===== config.mk =====
export PLATFORM = sky130hd
export DESIGN_NAME = wish_pack_flex_flat
export DESIGN_NICKNAME = d
export VERILOG_FILES = /design/src/rtl/wish_pack_flex_if.sv /design/src/rtl/wish_pack_flex.sv /design/src/flat_wrapper.sv
export SDC_FILE = /design/constraint.sdc
export NUM_CORES = 1
export LEC_CHECK = 0
export ABC_AREA = 1
export CAP_MARGIN = 20
export CORE_MARGIN = 2
export CORE_UTILIZATION = 35
export DETAILED_ROUTE_END_ITERATION = 12
export SLEW_MARGIN = 20
export SYNTH_ARGS = -nofsm -noshare
export SYNTH_HDL_FRONTEND = slang
export SYNTH_SLANG_ARGS = --single-unit

===== constraint.sdc =====
create_clock -name clk_i -period 2.21 [get_ports clk_i]
set_input_delay 0.3315 -clock clk_i [delete_from_list [all_inputs] [get_ports clk_i]]
set_output_delay 0.3315 -clock clk_i [all_outputs]
set_load 0.005 [all_outputs]

===== src/rtl/wish_pack_flex_if.sv =====
`default_nettype none
// ============================================================================
// wish_pack_flex_if : source/destination Wishbone stream bundle for the packer
// Rev 1.0
// ============================================================================
interface wish_pack_flex_if #(
  parameter int DATA_WIDTH = 8,
  parameter int NUM_PACK   = 4,
  parameter int TGC_WIDTH  = 2
);
  localparam int CNT_WIDTH = $clog2(NUM_PACK + 1);

  logic                           s_stb_i;
  logic                           s_cyc_i;
  logic                           s_ack_o;
  logic                           s_stall_o;
  logic [DATA_WIDTH-1:0]          s_dat_i;
  logic [TGC_WIDTH-1:0]           s_tgc_i;
  logic                           s_last_i;
  logic                           d_stb_o;
  logic                           d_cyc_o;
  logic                           d_ack_i;
  logic [DATA_WIDTH*NUM_PACK-1:0] d_dat_o;
  logic [TGC_WIDTH-1:0]           d_tgc_o;
  logic [NUM_PACK-1:0]            d_sel_o;
  logic [CNT_WIDTH-1:0]           d_cnt_o;

  // slave is the packer's own view; master is whatever surrounds it
  modport slave (
    input  s_stb_i, s_cyc_i, s_dat_i, s_tgc_i, s_last_i, d_ack_i,
    output s_ack_o, s_stall_o, d_stb_o, d_cyc_o, d_dat_o, d_tgc_o, d_sel_o, d_cnt_o
  );

  modport master (
    output s_stb_i, s_cyc_i, s_dat_i, s_tgc_i, s_last_i, d_ack_i,
    input  s_ack_o, s_stall_o, d_stb_o, d_cyc_o, d_dat_o, d_tgc_o, d_sel_o, d_cnt_o
  );
endinterface

`default_nettype wire


===== src/rtl/wish_pack_flex.sv =====
`default_nettype none
// ============================================================================
// wish_pack_flex : packs narrow Wishbone beats into wide words with early flush
// Rev 1.0
// ============================================================================
module wish_pack_flex #(
  parameter int DATA_WIDTH       = 8,
  parameter int NUM_PACK         = 4,
  parameter int TGC_WIDTH        = 2,
  parameter int LITTLE_ENDIAN    = 1,
  parameter int FLUSH_ON_CYC_END = 1
) (
  input  wire logic          clk_i,
  input  wire logic          rst_i,
  wish_pack_flex_if.slave    bus
);
  localparam int CNT_WIDTH  = $clog2(NUM_PACK + 1);
  localparam int WORD_WIDTH = DATA_WIDTH * NUM_PACK;
  localparam logic [CNT_WIDTH-1:0] LAST_SLOT = CNT_WIDTH'(NUM_PACK - 1);

  logic [CNT_WIDTH-1:0]  cnt;
  logic [WORD_WIDTH-1:0] acc_dat;
  logic [TGC_WIDTH-1:0]  acc_tgc;
  logic [NUM_PACK-1:0]   acc_sel;

  logic                  out_valid;
  logic [WORD_WIDTH-1:0] out_dat;
  logic [TGC_WIDTH-1:0]  out_tgc;
  logic [NUM_PACK-1:0]   out_sel;
  logic [CNT_WIDTH-1:0]  out_cnt;

  logic                  closes;
  logic                  out_free;
  logic                  stall;
  logic                  accept;
  logic                  complete;
  logic                  flush;
  logic [WORD_WIDTH-1:0] beat_dat;
  logic [NUM_PACK-1:0]   beat_sel;
  logic [TGC_WIDTH-1:0]  merged_tgc;

  // Only a beat that would close a word needs the output register free.
  assign closes   = (cnt == LAST_SLOT) | bus.s_last_i;
  assign out_free = ~out_valid | bus.d_ack_i;
  assign stall    = rst_i | (~out_free & closes);
  assign accept   = bus.s_stb_i & bus.s_cyc_i & ~stall & ~rst_i;
  assign complete = accept & closes;
  assign flush    = (FLUSH_ON_CYC_END != 0) & ~bus.s_cyc_i & (cnt != '0)
                  & out_free & ~rst_i;

  always_comb begin
    beat_dat = '0;
    beat_sel = '0;
    for (int lane = 0; lane < NUM_PACK; lane++) begin
      if (CNT_WIDTH'((LITTLE_ENDIAN != 0) ? lane : NUM_PACK - 1 - lane) == cnt) begin
        beat_dat[lane*DATA_WIDTH +: DATA_WIDTH] = bus.s_dat_i;
        beat_sel[lane] = 1'b1;
      end
    end
  end

  assign merged_tgc = (cnt == '0) ? bus.s_tgc_i : (acc_tgc | bus.s_tgc_i);

  always_ff @(posedge clk_i) begin
    if (rst_i) begin
      cnt       <= '0;
      acc_dat   <= '0;
      acc_tgc   <= '0;
      acc_sel   <= '0;
      out_valid <= 1'b0;
      out_dat   <= '0;
      out_tgc   <= '0;
      out_sel   <= '0;
      out_cnt   <= '0;
    end else if (complete) begin
      out_valid <= 1'b1;
      out_dat   <= acc_dat | beat_dat;
      out_tgc   <= merged_tgc;
      out_sel   <= acc_sel | beat_sel;
      out_cnt   <= cnt + CNT_WIDTH'(1);
      cnt       <= '0;
      acc_dat   <= '0;
      acc_tgc   <= '0;
      acc_sel   <= '0;
    end else if (flush) begin
      out_valid <= 1'b1;
      out_dat   <= acc_dat;
      out_tgc   <= acc_tgc;
      out_sel   <= acc_sel;
      out_cnt   <= cnt;
      cnt       <= '0;
      acc_dat   <= '0;
      acc_tgc   <= '0;
      acc_sel   <= '0;
    end else begin
      if (accept) begin
        acc_dat <= acc_dat | beat_dat;
        acc_tgc <= merged_tgc;
        acc_sel <= acc_sel | beat_sel;
        cnt     <= cnt + CNT_WIDTH'(1);
      end
      // Output fields stay as they were; only the valid flag drops on ack.
      if (out_valid && bus.d_ack_i) begin
        out_valid <= 1'b0;
      end
    end
  end

  assign bus.s_ack_o   = accept;
  assign bus.s_stall_o = stall;
  assign bus.d_stb_o   = out_valid;
  assign bus.d_cyc_o   = out_valid;
  assign bus.d_dat_o   = out_dat;
  assign bus.d_tgc_o   = out_tgc;
  assign bus.d_sel_o   = out_sel;
  assign bus.d_cnt_o   = out_cnt;
endmodule

`default_nettype wire


===== src/flat_wrapper.sv =====
// flat-port wrapper written by rule: the top's interface ports become plain ports
module wish_pack_flex_flat 
#(
  parameter int DATA_WIDTH       = 8,
  parameter int NUM_PACK         = 4,
  parameter int TGC_WIDTH        = 2,
  parameter int LITTLE_ENDIAN    = 1,
  parameter int FLUSH_ON_CYC_END = 1
)
  (clk_i, rst_i, bus_s_stb_i, bus_s_cyc_i, bus_s_dat_i, bus_s_tgc_i, bus_s_last_i, bus_d_ack_i, bus_s_ack_o, bus_s_stall_o, bus_d_stb_o, bus_d_cyc_o, bus_d_dat_o, bus_d_tgc_o, bus_d_sel_o, bus_d_cnt_o);
  wish_pack_flex_if #(.DATA_WIDTH(DATA_WIDTH), .NUM_PACK(NUM_PACK), .TGC_WIDTH(TGC_WIDTH)) bus_i ();
  input  wire logic clk_i;
  input  wire logic rst_i;
  input wire logic [$bits(bus_i.s_stb_i)-1:0] bus_s_stb_i;
  input wire logic [$bits(bus_i.s_cyc_i)-1:0] bus_s_cyc_i;
  input wire logic [$bits(bus_i.s_dat_i)-1:0] bus_s_dat_i;
  input wire logic [$bits(bus_i.s_tgc_i)-1:0] bus_s_tgc_i;
  input wire logic [$bits(bus_i.s_last_i)-1:0] bus_s_last_i;
  input wire logic [$bits(bus_i.d_ack_i)-1:0] bus_d_ack_i;
  output wire logic [$bits(bus_i.s_ack_o)-1:0] bus_s_ack_o;
  output wire logic [$bits(bus_i.s_stall_o)-1:0] bus_s_stall_o;
  output wire logic [$bits(bus_i.d_stb_o)-1:0] bus_d_stb_o;
  output wire logic [$bits(bus_i.d_cyc_o)-1:0] bus_d_cyc_o;
  output wire logic [$bits(bus_i.d_dat_o)-1:0] bus_d_dat_o;
  output wire logic [$bits(bus_i.d_tgc_o)-1:0] bus_d_tgc_o;
  output wire logic [$bits(bus_i.d_sel_o)-1:0] bus_d_sel_o;
  output wire logic [$bits(bus_i.d_cnt_o)-1:0] bus_d_cnt_o;
  assign bus_i.s_stb_i = bus_s_stb_i;
  assign bus_i.s_cyc_i = bus_s_cyc_i;
  assign bus_i.s_dat_i = bus_s_dat_i;
  assign bus_i.s_tgc_i = bus_s_tgc_i;
  assign bus_i.s_last_i = bus_s_last_i;
  assign bus_i.d_ack_i = bus_d_ack_i;
  assign bus_s_ack_o = bus_i.s_ack_o;
  assign bus_s_stall_o = bus_i.s_stall_o;
  assign bus_d_stb_o = bus_i.d_stb_o;
  assign bus_d_cyc_o = bus_i.d_cyc_o;
  assign bus_d_dat_o = bus_i.d_dat_o;
  assign bus_d_tgc_o = bus_i.d_tgc_o;
  assign bus_d_sel_o = bus_i.d_sel_o;
  assign bus_d_cnt_o = bus_i.d_cnt_o;
  wish_pack_flex #(.DATA_WIDTH(DATA_WIDTH), .NUM_PACK(NUM_PACK), .TGC_WIDTH(TGC_WIDTH), .LITTLE_ENDIAN(LITTLE_ENDIAN), .FLUSH_ON_CYC_END(FLUSH_ON_CYC_END)) u_core (.clk_i(clk_i), .rst_i(rst_i), .bus(bus_i));
endmodule

==> flow_metrics.py, run 1 <==
metrics = {
    "outcome": {
        "run_status": "complete, no violations",
    },
    "sta": {
        "hold_violations": 0,
        "final-max-slew-violation-count": 0,
        "setup_ws_ns": 0.0838,
        "grt_setup_unrepaired": "no",
        "max_freq_mhz": 470,
        "final_min_period_over_clock_period_pct": 96.2,
        "final_sum_of_negative_setup_slack_ns": 0,
        "worst_pin_slew_ns": 0.760,
        "setup_viol_count_final": 0,
        "clock-skew-final_ns": 0.00916,
        "timing.final.crit_period_ns": 2.13,
        "maxSlewHeadroom_pct": 49.2,
    },
    "grt": {
        "grt_pass1_wl_mm": 15.0,
        "vias_in_the_first_global_route": 3079,
        "antenna_violations_before_repair": 0,
        "grt-ovfl-total": 0,
        "grt_max_degree": 47,
        "groute.usage.overall_pct": 16.9,
    },
    "min_path": {
        "hp-start": "u_core.acc_sel[2]",
        "worstHoldPathCells": 2,
        "worst_min_path_class": "register to register",
        "min_delay_worst_endpoint": "u_core.acc_sel[2]",
    },
    "final_layout": {
        "design.final.nets": 590,
        "antenna_cells_inserted": 0,
        "final_layout_size_suffix_gt1_share_pct": 10.5,
        "layout.filler_cells": 1065,
        "fin_area_sq_um": 4640,
        "synthToLayoutAreaGrowth_pct": 28.2,
    },
    "floorplanning": {
        "die-height_um": 106,
        "ios": 61,
        "start_util_pct": 35.6,
        "dieArea_sq_um": 11200,
        "floorplan.die.width_um": 106,
        "placeableCoreArea_sq_um": 10200,
        "number_of_placement_rows": 37,
    },
    "logic_synthesis": {
        "synth.net_count": 521,
        "yosys.area.top_type": "sky130_fd_sc_hd__dfxtp_1",
        "async_flop_share_pct": 0,
        "seq_total_area_yosys_pct": 45.9,
        "synthCells": 500,
        "synthesis.area_sq_um": 3620,
        "synth_enable_flop_cells": 0,
        "synth.top_cells.by_count": "sky130_fd_sc_hd__nor2_1, sky130_fd_sc_hd__nand2_1, sky130_fd_sc_hd__dfxtp_1",
        "ys_seq_elements": 83,
        "synth.yosys.warnings": 0,
        "synth_cell_type_count": 28,
        "synthFlopType": "sky130_fd_sc_hd__dfxtp_1",
        "syn_area_per_cell_sq_um": 7.25,
        "synth.top_cells.by_area": "sky130_fd_sc_hd__dfxtp_1, sky130_fd_sc_hd__nor2_1, sky130_fd_sc_hd__nand2_1",
        "synth.most_common_cell": "sky130_fd_sc_hd__nor2_1",
        "synth_top_area_share_pct": 45.9,
    },
    "detailed_routing": {
        "post_drt_wl_per_cell_um": 12.8,
        "detailroute.via_count": 3267,
        "detail_route.wirelength_mm": 9.06,
        "firstDrtPassIters": 4,
        "route.detailed.drc": 0,
        "drtAntennaViolNets": 0,
        "detailedRoute.firstIterationViolations": 133,
        "viasPerCell": 4.60,
    },
    "clock_tree": {
        "clock-root-buffer": "sky130_fd_sc_hd__clkbuf_8",
        "clock_tree.buffer_depth": 2,
        "clk_transition_reported_paths_ns": 0.08,
        "cts_sinks": 83,
        "skew_pair_late_insertion_delay_ns": 0.35,
        "cts_buffers": 9,
        "cts.htree.levels": 3,
        "cts_tree": "built",
    },
    "critical_path": {
        "critPathRequiredTime_ns": 1.88,
        "crit_arrival_ns": 1.79,
        "worst_flop_to_flop_path_endpoint": "u_core.bus.d_dat_o[4]",
        "worst_setup_path_startpoint": "u_core.cnt[0]",
        "timing.critical_path.to_type": "output port",
        "critPathMaxFanout": 3,
        "timing.setup.critical_path_class": "register to output port",
        "timing.rr.start": "u_core.cnt[0]",
        "worst-r2r-cell-count": 9,
        "ff2ff_setup_slack_ns": 0.22,
        "crit_path_start_kind": "register",
    },
    "placed_design": {
        "dpl_cell_area_sq_um": 4420,
        "finalWeightedCongestion": 0.847,
        "dpl_worst_slack_ns": 0.111,
        "place_hpwl_mm": 6.26,
        "place.port_buffers": 60,
    },
    "power_and_ir_drop": {
        "pwr_density_cell_nw_per_um2": 628,
        "p_leak_nw": 1.85,
        "worst_ir_drop_vdd_uv": 259,
    },
    "flow_run": {
        "max-cap-violations": 0,
    },
}
==> what timing repair did <==
item	CTS	global route
buffers inserted	2	2
endpoints found under the setup margin	1	2
pin swaps	0	1
gates resized for setup	4	2
hold buffers	0	0
==> critical path: stages (launching register included) <==
cell	delay, ns
sky130_fd_sc_hd__dfxtp_1	0.34
sky130_fd_sc_hd__ha_1	0.15
sky130_fd_sc_hd__ha_2	0.18
sky130_fd_sc_hd__inv_2	0.05
sky130_fd_sc_hd__nand2_4	0.08
sky130_fd_sc_hd__nand2_4	0.06
sky130_fd_sc_hd__nand2_1	0.09
sky130_fd_sc_hd__clkdlybuf4s50_1	0.50
==> flip-flops by register name (all words and copies together), names as in the netlist <==
name                cells
u_core.acc_dat         32
u_core.bus.d_dat_o     32
u_core.acc_sel          4
u_core.bus.d_sel_o      4
u_core.bus.d_cnt_o      3
u_core.cnt              3
u_core.acc_tgc          2
u_core.bus.d_tgc_o      2
u_core.bus.d_cyc_o      1
==> power by group <==
group | leakage (nW) | switching (W) | total [W] | internal (W)
clock network | 0.0795 | 0.000584 | 0.00100 | 0.000418
logic | 1.09 | 0.000187 | 0.000354 | 0.000167
registers | 0.673 | 0.0000226 | 0.00156 | 0.00154
total | 1.85 | 0.000794 | 0.00292 | 0.00213
==> worst max-delay path by stage <==
| stage | endpoint | slack, ns | depth (start not counted) |
|---|---|---|---|
| detailed placement | u_core.bus.d_dat_o[4] | 0.11 | 8 |
| floorplan | bus_s_ack_o | 0.46 | 9 |
| global route | bus_s_stall_o | 0.02 | 7 |
| global placement | bus_s_ack_o | 0.14 | 7 |
| finish | bus_s_stall_o | 0.08 | 7 |
| CTS | bus_s_stall_o | 0.03 | 7 |
==> area by class of cell <==
class,count,area (sq um),share of cell area (%)
flip-flops and latches,83,1660,35.8
multi-input cells,326,1580,34.0
repair buffers,83,810,17.4
clock buffers,10,128,2.75
well taps,136,170,3.66
clock inverters,6,48.8,1.05
inverters,66,248,5.33
==> per-layer routing <==
layer  global-route usage [%]  vias to the layer above  part of all wire, %
li1                         -                     1694                    -
met1                     22.7                     1485                   48
met2                     26.9                       80                   46
met3                     3.28                        8                  5.3
met4                     6.20                        0                  1.3
met5                        0                        -                    0
==> kinds of logic after synthesis <==
family / after synthesis / synth area share (%)
simple gates: 234 / 28.7
fa+ha+maj: 5 / 1.73
flops: 83 / 45.9
buf+inv: 91 / 11.0
compound gates: 87 / 12.7
==> through the flow <==
stage | total power, W | hold WS, ns | util, % | instances
after floorplan | 0.00177 | 0.401 | - | 500
after global placement | 0.00194 | 0.438 | 43.4 | 690
after detailed placement | 0.00195 | 0.443 | 43.4 | 690
after CTS | 0.00296 | 0.456 | 45.4 | 708
after global routing | 0.00307 | 0.483 | 45.6 | 710
final | 0.00292 | 0.451 | 45.6 | 710
==> layout by cell type, fill, tap and decap left out, types with 2 or more instances in the layout <==
master                            count
sky130_fd_sc_hd__ha_1                 4
sky130_fd_sc_hd__a21oi_1             38
sky130_fd_sc_hd__o21ai_0             38
sky130_fd_sc_hd__o21bai_1             8
sky130_fd_sc_hd__buf_12               3
sky130_fd_sc_hd__nor2_1             102
sky130_fd_sc_hd__inv_2                7
sky130_fd_sc_hd__nor3_1              22
sky130_fd_sc_hd__nand3_1              8
sky130_fd_sc_hd__nand2_1             85
sky130_fd_sc_hd__nand2_4              4
sky130_fd_sc_hd__nor2_2               2
sky130_fd_sc_hd__inv_6                2
sky130_fd_sc_hd__clkbuf_8             9
sky130_fd_sc_hd__dfxtp_1             82
sky130_fd_sc_hd__nand4_4              2
sky130_fd_sc_hd__nand3b_1             4
sky130_fd_sc_hd__nor2_4               2
sky130_fd_sc_hd__buf_4               20
sky130_fd_sc_hd__inv_1               59
sky130_fd_sc_hd__clkdlybuf4s50_1     59
sky130_fd_sc_hd__clkinvlp_4           3
No activity file was read; power rests on OpenSTA's default activity.
==> run 2: changes to the inputs <==
--- a/config.mk
+++ b/config.mk
@@ -8,8 +8,9 @@
 export ABC_AREA = 1
 export CAP_MARGIN = 20
 export CORE_MARGIN = 2
-export CORE_UTILIZATION = 35
+export CORE_UTILIZATION = 53
 export DETAILED_ROUTE_END_ITERATION = 12
+export PLACE_DENSITY = 0.8
 export SLEW_MARGIN = 20
 export SYNTH_ARGS = -nofsm -noshare
 export SYNTH_HDL_FRONTEND = slang
==> flow_metrics.py, run 2 (same netlist as run 1, synthesis figures left out) <==
metrics = {
    "min_path": {
        "worst_min_path_class": "register to register",
        "hp-start": "u_core.acc_sel[2]",
    },
    "critical_path": {
        "critPathMaxFanout": 5,
        "crit_arrival_ns": 1.69,
        "timing.setup.critical_path_class": "register to output port",
        "timing.rr.start": "u_core.cnt[0]",
        "critPathRequiredTime_ns": 1.88,
        "crit_chain": "ha_1 > ha_2 > inv_2 > nand2_4 > nand2_4 > nand3_4 > inv_2 > dlygate4sd2_1",
        "timing.critical_path.slowest_stage_cell": "sky130_fd_sc_hd__dfxtp_2",
        "crit_path_start_kind": "register",
        "timing.critical_path.to_type": "output port",
        "worst_setup_path_startpoint": "u_core.cnt[0]",
        "worst-path-buf-inv": 3,
        "ff2ff_setup_slack_ns": 0.35,
        "cp_top_family": "adder cells",
        "critical_path.max_stage_delay_ns": 0.33,
    },
    "clock_tree": {
        "cts_tree": "built",
        "cts.htree.levels": 3,
        "clk_transition_reported_paths_ns": 0.09,
        "clock-root-buffer": "sky130_fd_sc_hd__clkbuf_8",
        "clock_tree.buffer_depth": 2,
        "cts_sinks": 83,
        "cts_hold_buffers": 0,
        "cts_buffers": 9,
        "skew_pair_late_insertion_delay_ns": 0.35,
    },
    "final_layout": {
        "final_common_cell": "sky130_fd_sc_hd__nor2_1",
        "design.final.nets": 583,
        "final_layout_size_suffix_gt1_share_pct": 9.88,
        "layout_common_cells": "sky130_fd_sc_hd__nor2_1, sky130_fd_sc_hd__nand2_1, sky130_fd_sc_hd__dfxtp_1, sky130_fd_sc_hd__inv_1, sky130_fd_sc_hd__clkdlybuf4s50_1",
        "synthToLayoutAreaGrowth_pct": 25.6,
        "antenna_cells_inserted": 0,
    },
    "flow_run": {
        "max-cap-violations": 0,
    },
    "detailed_routing": {
        "detailedRoute.firstIterationViolations": 219,
        "firstDrtPassIters": 5,
        "detail_route.wirelength_mm": 8.64,
        "drtAntennaViolNets": 0,
        "viasPerCell": 5.18,
        "detailroute.via_count": 3349,
        "post_drt_wl_per_cell_um": 13.4,
        "route.detailed.drc": 0,
    },
    "floorplanning": {
        "number_of_placement_rows": 30,
        "die-height_um": 86.7,
        "dieArea_sq_um": 7510,
        "ios": 61,
        "placeableCoreArea_sq_um": 6720,
        "start_util_pct": 53.9,
        "floorplan.die.width_um": 86.7,
    },
    "sta": {
        "final-max-slew-violation-count": 0,
        "hold_violations": 0,
        "setup_viol_count_final": 0,
        "timing.final.crit_period_ns": 2.02,
        "final_min_period_over_clock_period_pct": 91.3,
        "clock-skew-final_ns": 0.00700,
        "grt_setup_unrepaired": "no",
        "final_sum_of_negative_setup_slack_ns": 0,
        "setup_ws_ns": 0.192,
        "maxSlewHeadroom_pct": 67.1,
        "worst_pin_slew_ns": 0.493,
        "max_freq_mhz": 495,
    },
    "placed_design": {
        "dpl_worst_slack_ns": 0.0195,
        "finalWeightedCongestion": 0.823,
        "place.port_buffers": 60,
        "place_hpwl_mm": 5.73,
    },
    "grt": {
        "grt-ovfl-total": 0,
        "groute.usage.overall_pct": 24.4,
        "vias_in_the_first_global_route": 3102,
        "grt_pass1_wl_mm": 14.5,
        "grt_max_degree": 42,
        "antenna_violations_before_repair": 0,
    },
    "power_and_ir_drop": {
        "p_leak_nw": 1.83,
        "report.power.total_w": 0.00312,
        "worst_ir_drop_vdd_uv": 384,
        "pwr_density_cell_nw_per_um2": 686,
    },
    "outcome": {
        "run_status": "complete, no violations",
    },
}
run 2: cell types whose count changed in the layout (fill, tap and decap cells not counted), sizes merged:
cell           before  now
clkinv              1    0
dlymetal6s2s        0    1
bufinv              0    2
buf                23   16
clkbuf             10    9
clkdlybuf4s50      59   58
run 2: cell type report:
cell class / count / area [sq um]
fillers: 569 / 2170
flip-flops and latches: 83 / 1660
multi-input cells: 326 / 1580
repair buffers: 76 / 734
inverters: 66 / 248
clock buffers: 9 / 124
clock inverters: 7 / 100
well taps: 80 / 100
run 2: worst paths after layout:
kind | cells after the start | to
worst min register to register | 2 | u_core.acc_sel[2]
worst max-delay path | 8 | bus_s_ack_o
worst max register to register | 9 | u_core.bus.d_dat_o[4]
worst min-delay path | 2 | u_core.acc_sel[2]
run 2: per-layer routing:
metal  track usage [%]  wire, um  vias to the layer above
met4              8.24       174                        0
met2              40.1      4060                       98
met5                 0         0                        -
met3              4.76       500                       17
li1                  -         -                     1677
met1              32.3      3910                     1557
run 2: tightest hold or removal path, cell delays in order, from the launching register on:
cell and delay, ns:
sky130_fd_sc_hd__dfxtp_1 0.30, sky130_fd_sc_hd__inv_1 0.05, sky130_fd_sc_hd__a21oi_1 0.06
run 2: timing repair:
item | CTS | global route
pin swaps | 0 | 0
setup endpoints to repair | 2 | 3
buffers inserted | 2 | 0
resized for setup | 6 | 3
run 2: where the power goes:
| part | switching (W) | total (W) | internal, W | leakage [nW] |
|---|---|---|---|---|
| clock network | 0.000580 | 0.00122 | 0.000644 | 0.102 |
| logic | 0.000184 | 0.000337 | 0.000153 | 1.06 |
| registers | 0.0000222 | 0.00156 | 0.00154 | 0.674 |
| total | 0.000786 | 0.00312 | 0.00234 | 1.83 |
run 2: per-stage QoR:
step / std cells / utilization [%] / instance area, sq um / hold WS [ns]
floorplan: 500 / - / 3620 / 0.401
global placement: 629 / 63.9 / 4290 / 0.439
detailed placement: 629 / 63.9 / 4290 / 0.444
CTS: 647 / 67.6 / 4540 / 0.456
global route: 647 / 67.7 / 4550 / 0.478
finish: 647 / 67.7 / 4550 / 0.455
